## src/rtl/pzcorebus_csrbus_response_timeout.sv

```systemverilog
// CSR-bus response watchdog: forwards CSR commands, tracks the single outstanding
// non-posted command and answers with an error response if the target stays silent.

package pzcorebus_pkg;

  typedef enum logic [1:0] {
    PZCOREBUS_CSR_PROFILE      = 2'd0,
    PZCOREBUS_MEMORY_H_PROFILE = 2'd1,
    PZCOREBUS_MEMORY_L_PROFILE = 2'd2
  } pzcorebus_profile;

  typedef enum logic [2:0] {
    PZCOREBUS_NULL_COMMAND     = 3'b000,
    PZCOREBUS_WRITE            = 3'b001,
    PZCOREBUS_WRITE_NON_POSTED = 3'b011,
    PZCOREBUS_READ             = 3'b101
  } pzcorebus_command_type;

  typedef enum logic [1:0] {
    PZCOREBUS_NULL_RESPONSE       = 2'b00,
    PZCOREBUS_RESPONSE            = 2'b01,
    PZCOREBUS_RESPONSE_WITH_DATA  = 2'b10
  } pzcorebus_response_type;

  typedef struct packed {
    pzcorebus_profile profile;
    int               id_width;
    int               address_width;
    int               data_width;
    int               length_width;
    int               request_info_width;
    int               response_info_width;
  } pzcorebus_config;

  localparam pzcorebus_config PZCOREBUS_DEFAULT_CSR_CONFIG = '{
    profile:             PZCOREBUS_CSR_PROFILE,
    id_width:            4,
    address_width:       16,
    data_width:          32,
    length_width:        4,
    request_info_width:  1,
    response_info_width: 1
  };

  function automatic logic is_csr_profile(input pzcorebus_config cfg);
    return cfg.profile == PZCOREBUS_CSR_PROFILE;
  endfunction

  function automatic logic is_non_posted_command(input pzcorebus_command_type cmd);
    return (cmd == PZCOREBUS_READ) || (cmd == PZCOREBUS_WRITE_NON_POSTED);
  endfunction

endpackage

interface pzcorebus_if #(
  parameter pzcorebus_pkg::pzcorebus_config BUS_CONFIG = pzcorebus_pkg::PZCOREBUS_DEFAULT_CSR_CONFIG
);
  localparam int IW  = BUS_CONFIG.id_width;
  localparam int AW  = BUS_CONFIG.address_width;
  localparam int DW  = BUS_CONFIG.data_width;
  localparam int BW  = BUS_CONFIG.data_width / 8;
  localparam int LW  = BUS_CONFIG.length_width;
  localparam int QIW = BUS_CONFIG.request_info_width;
  localparam int RIW = BUS_CONFIG.response_info_width;

  logic                                  mcmd_valid;
  logic                                  scmd_accept;
  pzcorebus_pkg::pzcorebus_command_type  mcmd;
  logic [IW-1:0]                         mid;
  logic [AW-1:0]                         maddr;
  logic [LW-1:0]                         mlength;
  logic [QIW-1:0]                        minfo;
  logic [DW-1:0]                         mdata;
  logic [BW-1:0]                         mdata_byteen;
  logic                                  mdata_valid;
  logic                                  mdata_last;
  logic                                  sresp_valid;
  logic                                  mresp_accept;
  pzcorebus_pkg::pzcorebus_response_type sresp;
  logic [IW-1:0]                         sid;
  logic                                  serror;
  logic [DW-1:0]                         sdata;
  logic [RIW-1:0]                        sinfo;
  logic [BW-1:0]                         sresp_uniten;
  logic                                  sresp_last;

  modport master (
    output mcmd_valid, input scmd_accept,
    output mcmd, mid, maddr, mlength, minfo, mdata, mdata_byteen, mdata_valid, mdata_last,
    input  sresp_valid, output mresp_accept,
    input  sresp, sid, serror, sdata, sinfo, sresp_uniten, sresp_last
  );

  modport slave (
    input  mcmd_valid, output scmd_accept,
    input  mcmd, mid, maddr, mlength, minfo, mdata, mdata_byteen, mdata_valid, mdata_last,
    output sresp_valid, input mresp_accept,
    output sresp, sid, serror, sdata, sinfo, sresp_uniten, sresp_last
  );
endinterface

module pzcorebus_csrbus_response_timeout
  import pzcorebus_pkg::*;
#(
  parameter pzcorebus_config                    BUS_CONFIG = PZCOREBUS_DEFAULT_CSR_CONFIG,
  parameter int unsigned                        TIMEOUT    = 1024,
  parameter logic [BUS_CONFIG.data_width-1:0]   ERROR_DATA = '0
)(
  input  logic        i_clk,
  input  logic        i_rst_n,
  pzcorebus_if.slave  slave_if,
  pzcorebus_if.master master_if,
  output logic        o_timeout
);
  localparam int IW = BUS_CONFIG.id_width;
  localparam int CW = (TIMEOUT > 0) ? $clog2(TIMEOUT + 1) : 1;
  localparam bit ENABLED = (TIMEOUT != 0);
  localparam logic [CW-1:0] LAST_COUNT = (TIMEOUT > 0) ? CW'(TIMEOUT - 1) : '0;

  localparam logic [1:0] IDLE     = 2'd0;
  localparam logic [1:0] WAIT     = 2'd1;
  localparam logic [1:0] ERR_RESP = 2'd2;
  localparam logic [1:0] DRAIN    = 2'd3;

  logic [1:0]    state;
  logic [1:0]    next_state;
  logic [CW-1:0] count;
  logic [IW-1:0] captured_id;
  logic          is_read;
  logic          late_resp_seen;
  logic          down_accept;
  logic          up_valid;
  logic          cmd_np_ack;
  logic          master_resp_ack;
  logic          slave_resp_ack;
  logic          unused_inputs;

  assign unused_inputs = ^{slave_if.mlength, slave_if.mdata_valid, slave_if.mdata_last,
                           master_if.sresp_uniten, master_if.sresp_last};

  assign cmd_np_ack      = (state == IDLE) && slave_if.mcmd_valid && master_if.scmd_accept &&
                           is_non_posted_command(slave_if.mcmd);
  assign master_resp_ack = master_if.sresp_valid && down_accept;
  assign slave_resp_ack  = up_valid && slave_if.mresp_accept;

  // Command path: fields always flow through, the handshake only while idle.
  always_comb begin
    master_if.mcmd         = slave_if.mcmd;
    master_if.mid          = slave_if.mid;
    master_if.maddr        = slave_if.maddr;
    master_if.minfo        = slave_if.minfo;
    master_if.mdata        = slave_if.mdata;
    master_if.mdata_byteen = slave_if.mdata_byteen;
    master_if.mlength      = '0;
    master_if.mdata_valid  = 1'b0;
    master_if.mdata_last   = 1'b0;
    if (state == IDLE) begin
      master_if.mcmd_valid  = slave_if.mcmd_valid;
      slave_if.scmd_accept  = master_if.scmd_accept;
    end else begin
      master_if.mcmd_valid  = 1'b0;
      slave_if.scmd_accept  = 1'b0;
    end
  end

  // Response path: pass-through, synthesized error response, or silent drain.
  always_comb begin
    up_valid              = 1'b0;
    down_accept           = 1'b0;
    slave_if.sresp        = master_if.sresp;
    slave_if.sid          = master_if.sid;
    slave_if.serror       = master_if.serror;
    slave_if.sdata        = master_if.sdata;
    slave_if.sinfo        = master_if.sinfo;
    slave_if.sresp_uniten = '0;
    slave_if.sresp_last   = 1'b0;
    case (state)
      IDLE, WAIT: begin
        up_valid    = master_if.sresp_valid;
        down_accept = slave_if.mresp_accept;
      end
      ERR_RESP: begin
        up_valid        = 1'b1;
        down_accept     = 1'b1;
        slave_if.sid    = captured_id;
        slave_if.serror = 1'b1;
        slave_if.sinfo  = '0;
        if (is_read) begin
          slave_if.sresp = PZCOREBUS_RESPONSE_WITH_DATA;
          slave_if.sdata = ERROR_DATA;
        end else begin
          slave_if.sresp = PZCOREBUS_RESPONSE;
          slave_if.sdata = '0;
        end
      end
      DRAIN: begin
        up_valid        = 1'b0;
        down_accept     = 1'b1;
        slave_if.sresp  = PZCOREBUS_NULL_RESPONSE;
        slave_if.sid    = '0;
        slave_if.serror = 1'b0;
        slave_if.sdata  = '0;
        slave_if.sinfo  = '0;
      end
      default: begin
        up_valid    = 1'b0;
        down_accept = 1'b0;
      end
    endcase
    slave_if.sresp_valid   = up_valid;
    master_if.mresp_accept = down_accept;
  end

  // Next-state logic; a genuine response beats timer expiry in the same cycle.
  always_comb begin
    next_state = state;
    case (state)
      IDLE: begin
        if (ENABLED && cmd_np_ack) begin
          next_state = WAIT;
        end else begin
          next_state = IDLE;
        end
      end
      WAIT: begin
        if (master_resp_ack) begin
          next_state = IDLE;
        end else if (count == LAST_COUNT) begin
          next_state = ERR_RESP;
        end else begin
          next_state = WAIT;
        end
      end
      ERR_RESP: begin
        if (slave_resp_ack) begin
          next_state = (late_resp_seen || master_resp_ack) ? IDLE : DRAIN;
        end else begin
          next_state = ERR_RESP;
        end
      end
      DRAIN: begin
        if (master_resp_ack) begin
          next_state = IDLE;
        end else begin
          next_state = DRAIN;
        end
      end
      default: next_state = IDLE;
    endcase
  end

  // Expiry pulse is raised in the last waiting cycle, unless the response lands then.
  always_comb begin
    if ((state == WAIT) && (count == LAST_COUNT) && !master_resp_ack) begin
      o_timeout = 1'b1;
    end else begin
      o_timeout = 1'b0;
    end
  end

  // State register and outstanding-command bookkeeping.
  always_ff @(posedge i_clk or negedge i_rst_n) begin
    if (!i_rst_n) begin
      state          <= IDLE;
      count          <= '0;
      captured_id    <= '0;
      is_read        <= 1'b0;
      late_resp_seen <= 1'b0;
    end else begin
      state <= next_state;
      if (cmd_np_ack) begin
        count       <= '0;
        captured_id <= slave_if.mid;
        is_read     <= (slave_if.mcmd == PZCOREBUS_READ);
      end else if ((state == WAIT) && !master_resp_ack) begin
        count <= count + CW'(1);
      end
      if (state == WAIT) begin
        late_resp_seen <= 1'b0;
      end else if ((state == ERR_RESP) && master_resp_ack) begin
        late_resp_seen <= 1'b1;
      end
    end
  end

endmodule

```

## src/flat_wrapper.sv

```systemverilog
// flat-port wrapper written by rule: the top's interface ports become plain ports
module pzcorebus_csrbus_response_timeout_flat import pzcorebus_pkg::*;
#(
  parameter pzcorebus_config                    BUS_CONFIG = PZCOREBUS_DEFAULT_CSR_CONFIG,
  parameter int unsigned                        TIMEOUT    = 1024,
  parameter logic [BUS_CONFIG.data_width-1:0]   ERROR_DATA = '0
)
  (i_clk, i_rst_n, o_timeout, slave_if_mcmd_valid, slave_if_scmd_accept, slave_if_mcmd, slave_if_mid, slave_if_maddr, slave_if_mlength, slave_if_minfo, slave_if_mdata, slave_if_mdata_byteen, slave_if_mdata_valid, slave_if_mdata_last, slave_if_sresp_valid, slave_if_mresp_accept, slave_if_sresp, slave_if_sid, slave_if_serror, slave_if_sdata, slave_if_sinfo, slave_if_sresp_uniten, slave_if_sresp_last, master_if_mcmd_valid, master_if_scmd_accept, master_if_mcmd, master_if_mid, master_if_maddr, master_if_mlength, master_if_minfo, master_if_mdata, master_if_mdata_byteen, master_if_mdata_valid, master_if_mdata_last, master_if_sresp_valid, master_if_mresp_accept, master_if_sresp, master_if_sid, master_if_serror, master_if_sdata, master_if_sinfo, master_if_sresp_uniten, master_if_sresp_last);
  pzcorebus_if #(.BUS_CONFIG(BUS_CONFIG)) slave_if_i ();
  pzcorebus_if #(.BUS_CONFIG(BUS_CONFIG)) master_if_i ();
  input  logic i_clk;
  input  logic i_rst_n;
  output logic o_timeout;
  input wire logic [$bits(slave_if_i.mcmd_valid)-1:0] slave_if_mcmd_valid;
  output wire logic [$bits(slave_if_i.scmd_accept)-1:0] slave_if_scmd_accept;
  input wire logic [$bits(slave_if_i.mcmd)-1:0] slave_if_mcmd;
  input wire logic [$bits(slave_if_i.mid)-1:0] slave_if_mid;
  input wire logic [$bits(slave_if_i.maddr)-1:0] slave_if_maddr;
  input wire logic [$bits(slave_if_i.mlength)-1:0] slave_if_mlength;
  input wire logic [$bits(slave_if_i.minfo)-1:0] slave_if_minfo;
  input wire logic [$bits(slave_if_i.mdata)-1:0] slave_if_mdata;
  input wire logic [$bits(slave_if_i.mdata_byteen)-1:0] slave_if_mdata_byteen;
  input wire logic [$bits(slave_if_i.mdata_valid)-1:0] slave_if_mdata_valid;
  input wire logic [$bits(slave_if_i.mdata_last)-1:0] slave_if_mdata_last;
  output wire logic [$bits(slave_if_i.sresp_valid)-1:0] slave_if_sresp_valid;
  input wire logic [$bits(slave_if_i.mresp_accept)-1:0] slave_if_mresp_accept;
  output wire logic [$bits(slave_if_i.sresp)-1:0] slave_if_sresp;
  output wire logic [$bits(slave_if_i.sid)-1:0] slave_if_sid;
  output wire logic [$bits(slave_if_i.serror)-1:0] slave_if_serror;
  output wire logic [$bits(slave_if_i.sdata)-1:0] slave_if_sdata;
  output wire logic [$bits(slave_if_i.sinfo)-1:0] slave_if_sinfo;
  output wire logic [$bits(slave_if_i.sresp_uniten)-1:0] slave_if_sresp_uniten;
  output wire logic [$bits(slave_if_i.sresp_last)-1:0] slave_if_sresp_last;
  output wire logic [$bits(master_if_i.mcmd_valid)-1:0] master_if_mcmd_valid;
  input wire logic [$bits(master_if_i.scmd_accept)-1:0] master_if_scmd_accept;
  output wire logic [$bits(master_if_i.mcmd)-1:0] master_if_mcmd;
  output wire logic [$bits(master_if_i.mid)-1:0] master_if_mid;
  output wire logic [$bits(master_if_i.maddr)-1:0] master_if_maddr;
  output wire logic [$bits(master_if_i.mlength)-1:0] master_if_mlength;
  output wire logic [$bits(master_if_i.minfo)-1:0] master_if_minfo;
  output wire logic [$bits(master_if_i.mdata)-1:0] master_if_mdata;
  output wire logic [$bits(master_if_i.mdata_byteen)-1:0] master_if_mdata_byteen;
  output wire logic [$bits(master_if_i.mdata_valid)-1:0] master_if_mdata_valid;
  output wire logic [$bits(master_if_i.mdata_last)-1:0] master_if_mdata_last;
  input wire logic [$bits(master_if_i.sresp_valid)-1:0] master_if_sresp_valid;
  output wire logic [$bits(master_if_i.mresp_accept)-1:0] master_if_mresp_accept;
  input wire logic [$bits(master_if_i.sresp)-1:0] master_if_sresp;
  input wire logic [$bits(master_if_i.sid)-1:0] master_if_sid;
  input wire logic [$bits(master_if_i.serror)-1:0] master_if_serror;
  input wire logic [$bits(master_if_i.sdata)-1:0] master_if_sdata;
  input wire logic [$bits(master_if_i.sinfo)-1:0] master_if_sinfo;
  input wire logic [$bits(master_if_i.sresp_uniten)-1:0] master_if_sresp_uniten;
  input wire logic [$bits(master_if_i.sresp_last)-1:0] master_if_sresp_last;
  assign slave_if_i.mcmd_valid = slave_if_mcmd_valid;
  assign slave_if_scmd_accept = slave_if_i.scmd_accept;
  assign slave_if_i.mcmd = slave_if_mcmd;
  assign slave_if_i.mid = slave_if_mid;
  assign slave_if_i.maddr = slave_if_maddr;
  assign slave_if_i.mlength = slave_if_mlength;
  assign slave_if_i.minfo = slave_if_minfo;
  assign slave_if_i.mdata = slave_if_mdata;
  assign slave_if_i.mdata_byteen = slave_if_mdata_byteen;
  assign slave_if_i.mdata_valid = slave_if_mdata_valid;
  assign slave_if_i.mdata_last = slave_if_mdata_last;
  assign slave_if_sresp_valid = slave_if_i.sresp_valid;
  assign slave_if_i.mresp_accept = slave_if_mresp_accept;
  assign slave_if_sresp = slave_if_i.sresp;
  assign slave_if_sid = slave_if_i.sid;
  assign slave_if_serror = slave_if_i.serror;
  assign slave_if_sdata = slave_if_i.sdata;
  assign slave_if_sinfo = slave_if_i.sinfo;
  assign slave_if_sresp_uniten = slave_if_i.sresp_uniten;
  assign slave_if_sresp_last = slave_if_i.sresp_last;
  assign master_if_mcmd_valid = master_if_i.mcmd_valid;
  assign master_if_i.scmd_accept = master_if_scmd_accept;
  assign master_if_mcmd = master_if_i.mcmd;
  assign master_if_mid = master_if_i.mid;
  assign master_if_maddr = master_if_i.maddr;
  assign master_if_mlength = master_if_i.mlength;
  assign master_if_minfo = master_if_i.minfo;
  assign master_if_mdata = master_if_i.mdata;
  assign master_if_mdata_byteen = master_if_i.mdata_byteen;
  assign master_if_mdata_valid = master_if_i.mdata_valid;
  assign master_if_mdata_last = master_if_i.mdata_last;
  assign master_if_i.sresp_valid = master_if_sresp_valid;
  assign master_if_mresp_accept = master_if_i.mresp_accept;
  assign master_if_i.sresp = master_if_sresp;
  assign master_if_i.sid = master_if_sid;
  assign master_if_i.serror = master_if_serror;
  assign master_if_i.sdata = master_if_sdata;
  assign master_if_i.sinfo = master_if_sinfo;
  assign master_if_i.sresp_uniten = master_if_sresp_uniten;
  assign master_if_i.sresp_last = master_if_sresp_last;
  pzcorebus_csrbus_response_timeout #(.BUS_CONFIG(BUS_CONFIG), .TIMEOUT(TIMEOUT), .ERROR_DATA(ERROR_DATA)) u_core (.i_clk(i_clk), .i_rst_n(i_rst_n), .slave_if(slave_if_i), .master_if(master_if_i), .o_timeout(o_timeout));
endmodule
```

## config.mk

```make
export PLATFORM = sky130hd
export DESIGN_NAME = pzcorebus_csrbus_response_timeout_flat
export DESIGN_NICKNAME = d
export VERILOG_FILES = /design/src/rtl/pzcorebus_csrbus_response_timeout.sv /design/src/flat_wrapper.sv
export SDC_FILE = /design/constraint.sdc
export NUM_CORES = 1
export LEC_CHECK = 0
export BUFFER_PORTS_ARGS = -buffer_cell sky130_fd_sc_hd__buf_4
export CORE_AREA = 4 4 89 91
export CTS_BUF_LIST = sky130_fd_sc_hd__clkbuf_2 sky130_fd_sc_hd__clkbuf_4 sky130_fd_sc_hd__clkbuf_8
export CTS_CLUSTER_SIZE = 20
export DETAILED_ROUTE_END_ITERATION = 10
export DIE_AREA = 0 0 93 95
export GPL_TIMING_DRIVEN = 1
export PLACE_DENSITY = 0.73
export RECOVER_POWER = 100
export SYNTH_ARGS = -nofsm -noshare
export SYNTH_HDL_FRONTEND = slang
export SYNTH_SLANG_ARGS = --single-unit
```

## constraint.sdc

```tcl
create_clock -name i_clk -period 1.6 [get_ports i_clk]
set_clock_uncertainty 0.15 [all_clocks]
set_input_delay 0.08 -clock i_clk [delete_from_list [all_inputs] [get_ports i_clk]]
set_output_delay 0.08 -clock i_clk [all_outputs]
set_load 0.005 [all_outputs]
```

# Word-level counts from Yosys, hierarchy flattened
# Index checks and enable logic that the tools add are counted.
dict set report classes {
  addsub 1
  n_eq_ne 6
  n_reduce_logical 17
  muxes 22
}
# operator n
set op_table {}
lappend op_table {{$mux 32} 1}
lappend op_table {{$mux 11} 2}
lappend op_table {{$mux 2} 6}
lappend op_table {{$add 11x1->11 const B} 1}
lappend op_table {{$eq 11x10->1 const B} 1}
lappend op_table {{$logic_and 1x1->1} 9}
lappend op_table {{$pmux 2 s4} 1}
lappend op_table {{$pmux 4 s2} 1}
lappend op_table {{$mux 1} 7}
lappend op_table {{$eq 2x2->1 const B} 2}
lappend op_table {{$pmux 1 s2} 2}
lappend op_table {{$pmux 2 s2} 1}
lappend op_table {{$reduce_bool 2->1} 2}
lappend op_table {{$reduce_or 2->1} 2}
lappend op_table {{$eq 3x2->1 const B} 1}
lappend op_table {{$eq 3x3->1 const B} 1}
lappend op_table {{$pmux 1 s3} 1}
lappend op_table {{$eq 2x1->1 const B} 1}
lappend op_table {{$logic_not 2->1} 1}
lappend op_table {{$logic_or 1x1->1} 2}
lappend op_table {{$logic_not 1->1} 1}
dict set report totals {
  elab_cells 51
  inputBits 117
  regBits 19
  out_inout_bits 116
}

# Logic depth before layout (Yosys ltp)
# Gate-level depths: netlist of run 1.
dict set report depth {
  ltp_word 8
  depth_mapped 6
}

# Worst setup path after synthesis of run 1
# No wires, ideal clock.
dict set report synth_timing {
  path_kind {reg2reg}
  start {reg u_core.state[0]}
  end {reg u_core.captured_id[0]}
  stages_incl_launch_ff 6
  slack_ns -0.095
  period_less_slack_ns 1.695
  arrival_time_ns 1.417
  n_path_buf 1
  setup_ns 0.128
  path_cell_list {dfrtp_1 > buf_4 > nor3b_2 > nand3_1 > nor2_4 > mux2_1}
}
dict set report synth_between {
  elab_chain_len 4
}
# element line
set synth_lines {}
lappend synth_lines {{start: declaration} pzcorebus_csrbus_response_timeout.sv:125} ;# logic [1:0] state;
lappend synth_lines {{start signal: assignment} pzcorebus_csrbus_response_timeout.sv:270} ;# state <= next_state;
lappend synth_lines {{$logic_not 2->1} pzcorebus_csrbus_response_timeout.sv:141} ;# assign cmd_np_ack = (state == IDLE) && slave_if.mcmd_valid && master_if.scmd_accept &&
lappend synth_lines {{$logic_and 1x1->1 (3 in series)} pzcorebus_csrbus_response_timeout.sv:141}
lappend synth_lines {{end signal: assignment} pzcorebus_csrbus_response_timeout.sv:273} ;# captured_id <= slave_if.mid;
lappend synth_lines {{end: declaration} pzcorebus_csrbus_response_timeout.sv:128} ;# logic [IW-1:0] captured_id;
# No other way between the ends.
# A chain may end at the register's enable or synchronous reset.

# Worst setup path after layout of run 1
dict set report layout_timing {
  start {reg u_core.state[1]}
  end {reg u_core.captured_id[0]}
}
# The elaborated chain is that of the path after synthesis.

==> results.py, run 1 <==
metrics = {
    "status": {
        "run_status": "complete, but fails checks",
        "violations": "setup timing",
    },
    "critical_path": {
        "crit_chain": "buf_6, nor3b_4, nand3_2, nor2_4, mux2_4",
        "critPathLaunchType": "register",
        "cpPeakStageDelay_ps": 410,
        "crit_type": "reg -> reg",
        "slowest_stage": "dfrtp_1",
        "reg2reg_depth": 5,
        "path_delay_family": "simple AND/OR/NAND/NOR gates",
        "cp.arrival_ps": 1650,
        "cp-end-kind": "register",
        "path_buf_inv": 1,
        "path_depth": 5,
        "cp_max_fo": 5,
        "cp.required_ps": 1590,
    },
    "final_layout": {
        "finalNetCount": 422,
        "nFillCells": 725,
        "ff_latch_area_um2": 476.7,
        "drive_above_1_share": 0.5248,
        "multi_input_area_um2": 922.1,
        "diodes": 0,
        "fin_cells": 402,
        "synthToLayoutAreaGrowth_pct": 42.92,
    },
    "power_and_ir_drop": {
        "p_per_area_mw_per_mm2": 578.4,
        "p_leak_uw": 0.001333,
        "vdd_drop_max_mv": 0.3060,
    },
    "clocking": {
        "numCtsBuffers": 3,
        "path_clk_slew_ps": 70,
        "ctsLongestPathBuffers": 2,
        "clkLatencyLatePin_ps": 250,
        "root_buffer": "clkbuf_8",
        "cts_tree": "built",
        "h-tree-depth": 1,
        "cts.sinks": 19,
    },
    "timing": {
        "tightest_slew_ps": 1054,
        "timing.slew.headroom": 0.2973,
        "finalHoldViolCount": 0,
        "rsz0062_at_grt": "yes",
        "drv_slew": 0,
        "fin_crit_sh": 1.034,
        "layout_min_cycle_time_ps": 1655,
        "fmaxAchievable_mhz": 604.4,
        "setup_viol": 19,
        "final.setup.worst_slack_ps": -54.67,
    },
    "route": {
        "vias_per_cell": 4.239,
        "drt-initial-drc-count": 43,
        "vias": 1704,
        "drcViolationCount": 0,
        "wl_mm": 5.681,
        "ant_nets": 0,
        "avgRoutedWirePerCell_um": 14.13,
        "drt_first_pass_iters": 4,
    },
    "floorplanning": {
        "core-area_mm2": 0.007137,
        "io_pins": 233,
        "dieArea_mm2": 0.008835,
        "die_w_um": 93,
        "rows": 31,
        "die_h_um": 95,
        "initial_core_util": 0.2626,
    },
    "global_route": {
        "antenna_found_initial": 0,
        "grt_max_degree": 27,
        "grt_use_total": 0.1167,
        "grt_pass1_wl_mm": 8.300,
        "grt_pass1_vias": 1660,
        "overflow": 0,
    },
    "synthesis": {
        "synth-warning-count": 0,
        "synth_area_mm2": 0.001874,
        "synthFlopType": "dfrtp_1",
        "synth_edf_count": 0,
        "synth_top_area_frac": 0.2924,
        "synth.most_common_cell": "buf_4",
        "ys_ff_latch": 19,
        "yosysSeqAreaShare": 0.2537,
        "synthTopCellsByArea": "buf_4 29%, dfrtp_1 25%, nor2b_1 12%",
        "synth_top_cells_by_count": "73 x buf_4, 36 x nor2b_1, 19 x dfrtp_1",
        "syn_inst": 230,
        "netlist.top_cell.by_area": "buf_4",
        "ys_types": 40,
        "syn_area_per_cell_um2": 8.149,
        "synthArstFlopShare": 1.000,
    },
    "placement": {
        "port_buffers": 104,
        "gp_congestion": 0.8093,
        "dp.cells": 386,
        "hpwl_mm": 4.557,
        "dpl_worst_slack_ps": -48.10,
    },
    "hold_path": {
        "min_path_cells": 0,
        "min_path_type": "in -> out",
    },
    "run": {
        "drv_cap": 0,
    },
}
-- cell families after synthesis --
logic type | count (synthesis) | synth area share
compound gates | 25 | 0.08078
fa+ha+maj | 1 | 0.006675
other cells | 1 | 0.002001
xor+xnor | 8 | 0.03738
mux | 5 | 0.03004
simple gates | 82 | 0.2644
flops | 19 | 0.2537
buf+inv | 89 | 0.3251
-- layer usage --
layer / global-route usage / up-vias / part of all wire
met4: 0.03053 / 0 / 0.017
met1: 0.1255 / 795 / 0.35
li1: - / 811 / -
met3: 0.05339 / 22 / 0.11
met5: 0 / - / 0
met2: 0.2076 / 76 / 0.52
-- worst reg2reg max path: cells and delay by family (launching register included) --
kind | cells | cell delay, ps
simple gates | 3 | 510
flops | 1 | 410
mux | 1 | 320
buf+inv | 1 | 140
-- flip-flops by register name (all words and copies together) (netlist names) --
name / count
u_core.state: 2
u_core.captured_id: 4
u_core.count: 11
u_core.late_resp_seen: 1
u_core.is_read: 1
-- where the power goes --
part | leakage, uW | internal, uW | switching (uW)
logic | 0.00106 | 362 | 222
registers | 0.000247 | 557 | 57.3
clock network | 0.0000262 | 194 | 157
-- layout make-up --
cell class	count	share of cell area
clock buffers	4	0.01822
inverters	10	0.01401
multi-input cells	132	0.3442
flip-flops and latches	19	0.1780
well taps	99	0.04624
repair buffers	138	0.3993
-- placed cells by master (no fill, tap or decap), types with 2 or more instances in the layout --
cell and count:
buf_4 120, clkbuf_8 3, nand4_1 4, nand2_1 10
a21oi_1 4, clkbuf_4 4, inv_1 9, nand3_2 2
nor3_4 2, conb_1 11, nor2b_1 35, nor2_1 9
dfrtp_1 18, dlygate4sd3_1 7, o21ai_0 10, clkbuf_1 3
mux2_4 5, buf_6 4, nand4b_1 2, nand3_1 3
xor2_1 7, or3_1 2
-- metrics by stage --
| step | hold WS, ps | setup TNS, ps | util | total power [uW] | area, um2 |
|---|---|---|---|---|---|
| 6_report | 10.00 | -459.8 | 0.3754 | 1550 | 2679 |
| 3_3_place_gp | -183.1 | 0 | 0.3399 | 1121 | 2426 |
| 5_1_grt | 10.01 | -2227 | 0.3754 | 1652 | 2679 |
| 4_1_cts | 10.03 | -921.0 | 0.3701 | 1553 | 2641 |
| 3_5_place_dp | -175.9 | -184.6 | 0.3399 | 1136 | 2426 |
| 2_1_floorplan | -365.6 | -31.25 | - | 954.4 | 1932 |
-- what timing repair did --
action | in CTS | in global routing
endpoints found under the hold margin | 24 | 0
endpoints found under the setup margin | 14 | 28
gates resized for setup | 19 | 12
pin swaps | 5 | 3
buffers inserted | 3 | 3
hold buffers | 7 | 0
-- final timing paths --
path	start	to	slack (ps)
min in group asynchronous	i_rst_n	u_core.count[1]$_DFFE_PN0P_	370
max reg2reg	u_core.state[1]$_DFF_PN0_	u_core.captured_id[0]$_DFFE_PN0P_	-50
min	slave_if_maddr[1]	master_if_maddr[1]	10
max	u_core.state[1]$_DFF_PN0_	u_core.captured_id[0]$_DFFE_PN0P_	-50
min reg2reg	u_core.captured_id[2]$_DFFE_PN0P_	u_core.captured_id[2]$_DFFE_PN0P_	370
max in group asynchronous	i_rst_n	u_core.state[0]$_DFF_PN0_	220
(Power assumes the default switching activity.)
==> run 2: changes to the inputs <==
ABC_AREA = 1   (was not set)
PLACE_DENSITY = 0.72   (was 0.73)
clock period = 1.7 ns   (was 1.6 ns; I/O delays follow)
==> results.py, run 2 <==
metrics = {
    "synthesis": {
        "synth_top_cells_by_count": "72 x buf_4, 57 x nand2_1, 53 x inv_1",
        "yosysSeqAreaShare": 0.2420,
        "syn_area_per_cell_um2": 6.483,
        "synth_edf_count": 0,
        "synthFlopType": "dfrtp_1",
        "synthTopCellsByArea": "buf_4 28%, dfrtp_1 24%, nand2_1 11%",
        "syn_inst": 303,
        "ys_types": 27,
        "synth_area_mm2": 0.001964,
        "netlist.top_cell.by_area": "buf_4",
        "synthArstFlopShare": 1.000,
        "synth_top_area_frac": 0.2752,
        "ys_ff_latch": 19,
        "synth.most_common_cell": "buf_4",
        "synth-warning-count": 0,
    },
    "critical_path": {
        "cp_max_fo": 10,
        "critPathLaunchType": "register",
        "reg2reg_depth": 8,
        "timing.rr.end": "u_core.count[5]$_DFFE_PN0P_",
        "timing.rr.start": "u_core.state[1]$_DFF_PN0_",
        "r2r_slack_ps": 100,
        "cp-end-kind": "output pin",
        "crit_type": "reg -> out",
        "cp.required_ps": 1460,
        "cp.arrival_ps": 1420,
    },
    "placement": {
        "hpwl_mm": 5.261,
        "dpl_worst_slack_ps": 61.81,
        "gp_congestion": 0.8750,
        "port_buffers": 104,
    },
    "clocking": {
        "numCtsBuffers": 3,
        "h-tree-depth": 1,
        "root_buffer": "clkbuf_8",
        "clkLatencyLatePin_ps": 260,
        "path_clk_slew_ps": 70,
        "cts_tree": "built",
        "ctsLongestPathBuffers": 2,
        "cts.sinks": 19,
    },
    "global_route": {
        "grt_pass1_wl_mm": 9.880,
        "antenna_found_initial": 0,
        "grt_use_total": 0.1446,
        "grt_pass1_vias": 1955,
        "grt_max_degree": 24,
        "overflow": 0,
    },
    "final_layout": {
        "largest_reg_flops": 11,
        "nFillCells": 763,
        "multi_input_area_um2": 782.0,
        "top_register": "u_core.count",
        "drive_above_1_share": 0.3886,
        "synthToLayoutAreaGrowth_pct": 33.50,
        "finalNetCount": 487,
        "ff_latch_area_um2": 475.5,
        "final_common_cell": "buf_4",
        "reg_top3": "u_core.count x11, u_core.captured_id x4, u_core.state x2",
        "diodes": 0,
        "mostFrequentLayoutCells": "113 x buf_4, 55 x nand2_1, 51 x inv_1",
    },
    "route": {
        "drt_first_pass_iters": 4,
        "avgRoutedWirePerCell_um": 13.86,
        "drcViolationCount": 0,
        "drt-initial-drc-count": 50,
        "vias_per_cell": 4.251,
        "vias": 1985,
        "wl_mm": 6.472,
        "ant_nets": 0,
    },
    "hold_path": {
        "min_path_type": "in -> reg",
        "min_from": "slave_if_mresp_accept",
        "holdPathEnd": "u_core.state[0]$_DFF_PN0_",
        "min_path_cells": 3,
    },
    "power_and_ir_drop": {
        "power_frac_seq": 0.403,
        "p_int_uw": 1094,
        "power.share.combinational": 0.393,
        "vdd_drop_max_mv": 0.4576,
        "p_per_area_mw_per_mm2": 639.1,
        "power.share.switching": 0.3472,
        "clock_power_share": 0.204,
        "p_leak_uw": 0.001528,
        "power_switching_uw": 581.9,
    },
    "floorplanning": {
        "die_w_um": 93,
        "rows": 31,
        "initial_core_util": 0.2752,
        "io_pins": 233,
        "die_h_um": 95,
        "core-area_mm2": 0.007137,
        "dieArea_mm2": 0.008835,
    },
    "timing": {
        "drv_slew": 0,
        "final.setup.worst_slack_ps": 48.26,
        "fmaxAchievable_mhz": 605.4,
        "fin_crit_sh": 0.9716,
        "rsz0062_at_grt": "yes",
        "tightest_slew_ps": 1053,
        "hold_ws_ps": 14.63,
        "layout_min_cycle_time_ps": 1652,
        "finalHoldViolCount": 0,
        "timing.slew.headroom": 0.2982,
        "setup_viol": 0,
    },
    "status": {
        "run_status": "finished, final reports clean",
    },
    "run": {
        "drv_cap": 0,
    },
}
## run 2: through the flow
step                std cells  power, uW  area (um2)  setup TNS [ps]    util
floorplan                 313       1068        2002               0       -
global placement          448       1231        2396               0  0.3357
detailed placement        448       1251        2396               0  0.3357
CTS                       463       1629        2560               0  0.3587
global route              467       1814        2623          -99.12  0.3675
finish                    467       1676        2623               0  0.3675
## run 2: logic make-up (layout without fill, tap and decap cells)
kind of cell,count (synthesis),after routing,share of synthesized area
compound gates,17,17,0.05541
simple gates,128,128,0.2783
other cells,1,11,0.001909
flops,19,19,0.2420
fa+ha+maj,1,1,0.006368
buf+inv,135,190,0.4070
xor+xnor,2,2,0.008919
## run 2: cell type report
type / instances / area share
timing repair buffer: 129 / 0.3721
multi-input combinational: 159 / 0.2982
sequential: 19 / 0.1813
inverter: 57 / 0.08254
tap: 99 / 0.04723
clock buffer: 4 / 0.01861
## run 2: routing by layer
metal | share of wire | GRT usage | wire length (um) | vias to the layer above
met3 | 0.12 | 0.04861 | 756 | 30
li1 | - | - | - | 952
met5 | 0 | 0 | 0 | -
met4 | 0.030 | 0.06349 | 195 | 0
met2 | 0.47 | 0.2448 | 3018 | 113
met1 | 0.39 | 0.1659 | 2501 | 890
## run 2: worst max path at each step
stage / startpoint / endpoint / slack, ps / cells past startpoint
6_report: u_core.state[1]$_DFF_PN0_ / slave_if_sinfo / 50 / 4
4_1_cts: u_core.count[1]$_DFFE_PN0P_ / o_timeout / 0.5 / 6
5_1_grt: u_core.state[1]$_DFF_PN0_ / o_timeout / -30 / 8
3_5_place_dp: u_core.count[0]$_DFFE_PN0P_ / o_timeout / 60 / 6
3_3_place_gp: u_core.count[0]$_DFFE_PN0P_ / o_timeout / 110 / 6
2_1_floorplan: u_core.state[1]$_DFF_PN0_ / u_core.count[9]$_DFFE_PN0P_ / 200 / 9
## run 2: power by group through the flow
stage	Sequential, uW	Combinational, uW	Clock [uW]
2_1_floorplan	649	420	0
3_3_place_gp	668	563	0
3_5_place_dp	672	579	0
4_1_cts	662	621	347
5_1_grt	694	751	370
6_report	676	659	342
## run 2: critical path: stages, from the launching register on
cell	delay (ps)
dfrtp_1	420
buf_4	150
buf_4	160
nor2_1	250
buf_4	170
## run 2: timing repair
action | CTS | global route
hold buffers | 6 | 0
cloned | 0 | 0
gates resized for setup | 5 | 15
setup buffers | 5 | 4
setup endpoints to repair | 7 | 15
hold endpoints to repair | 24 | 0
pin swaps | 1 | 4
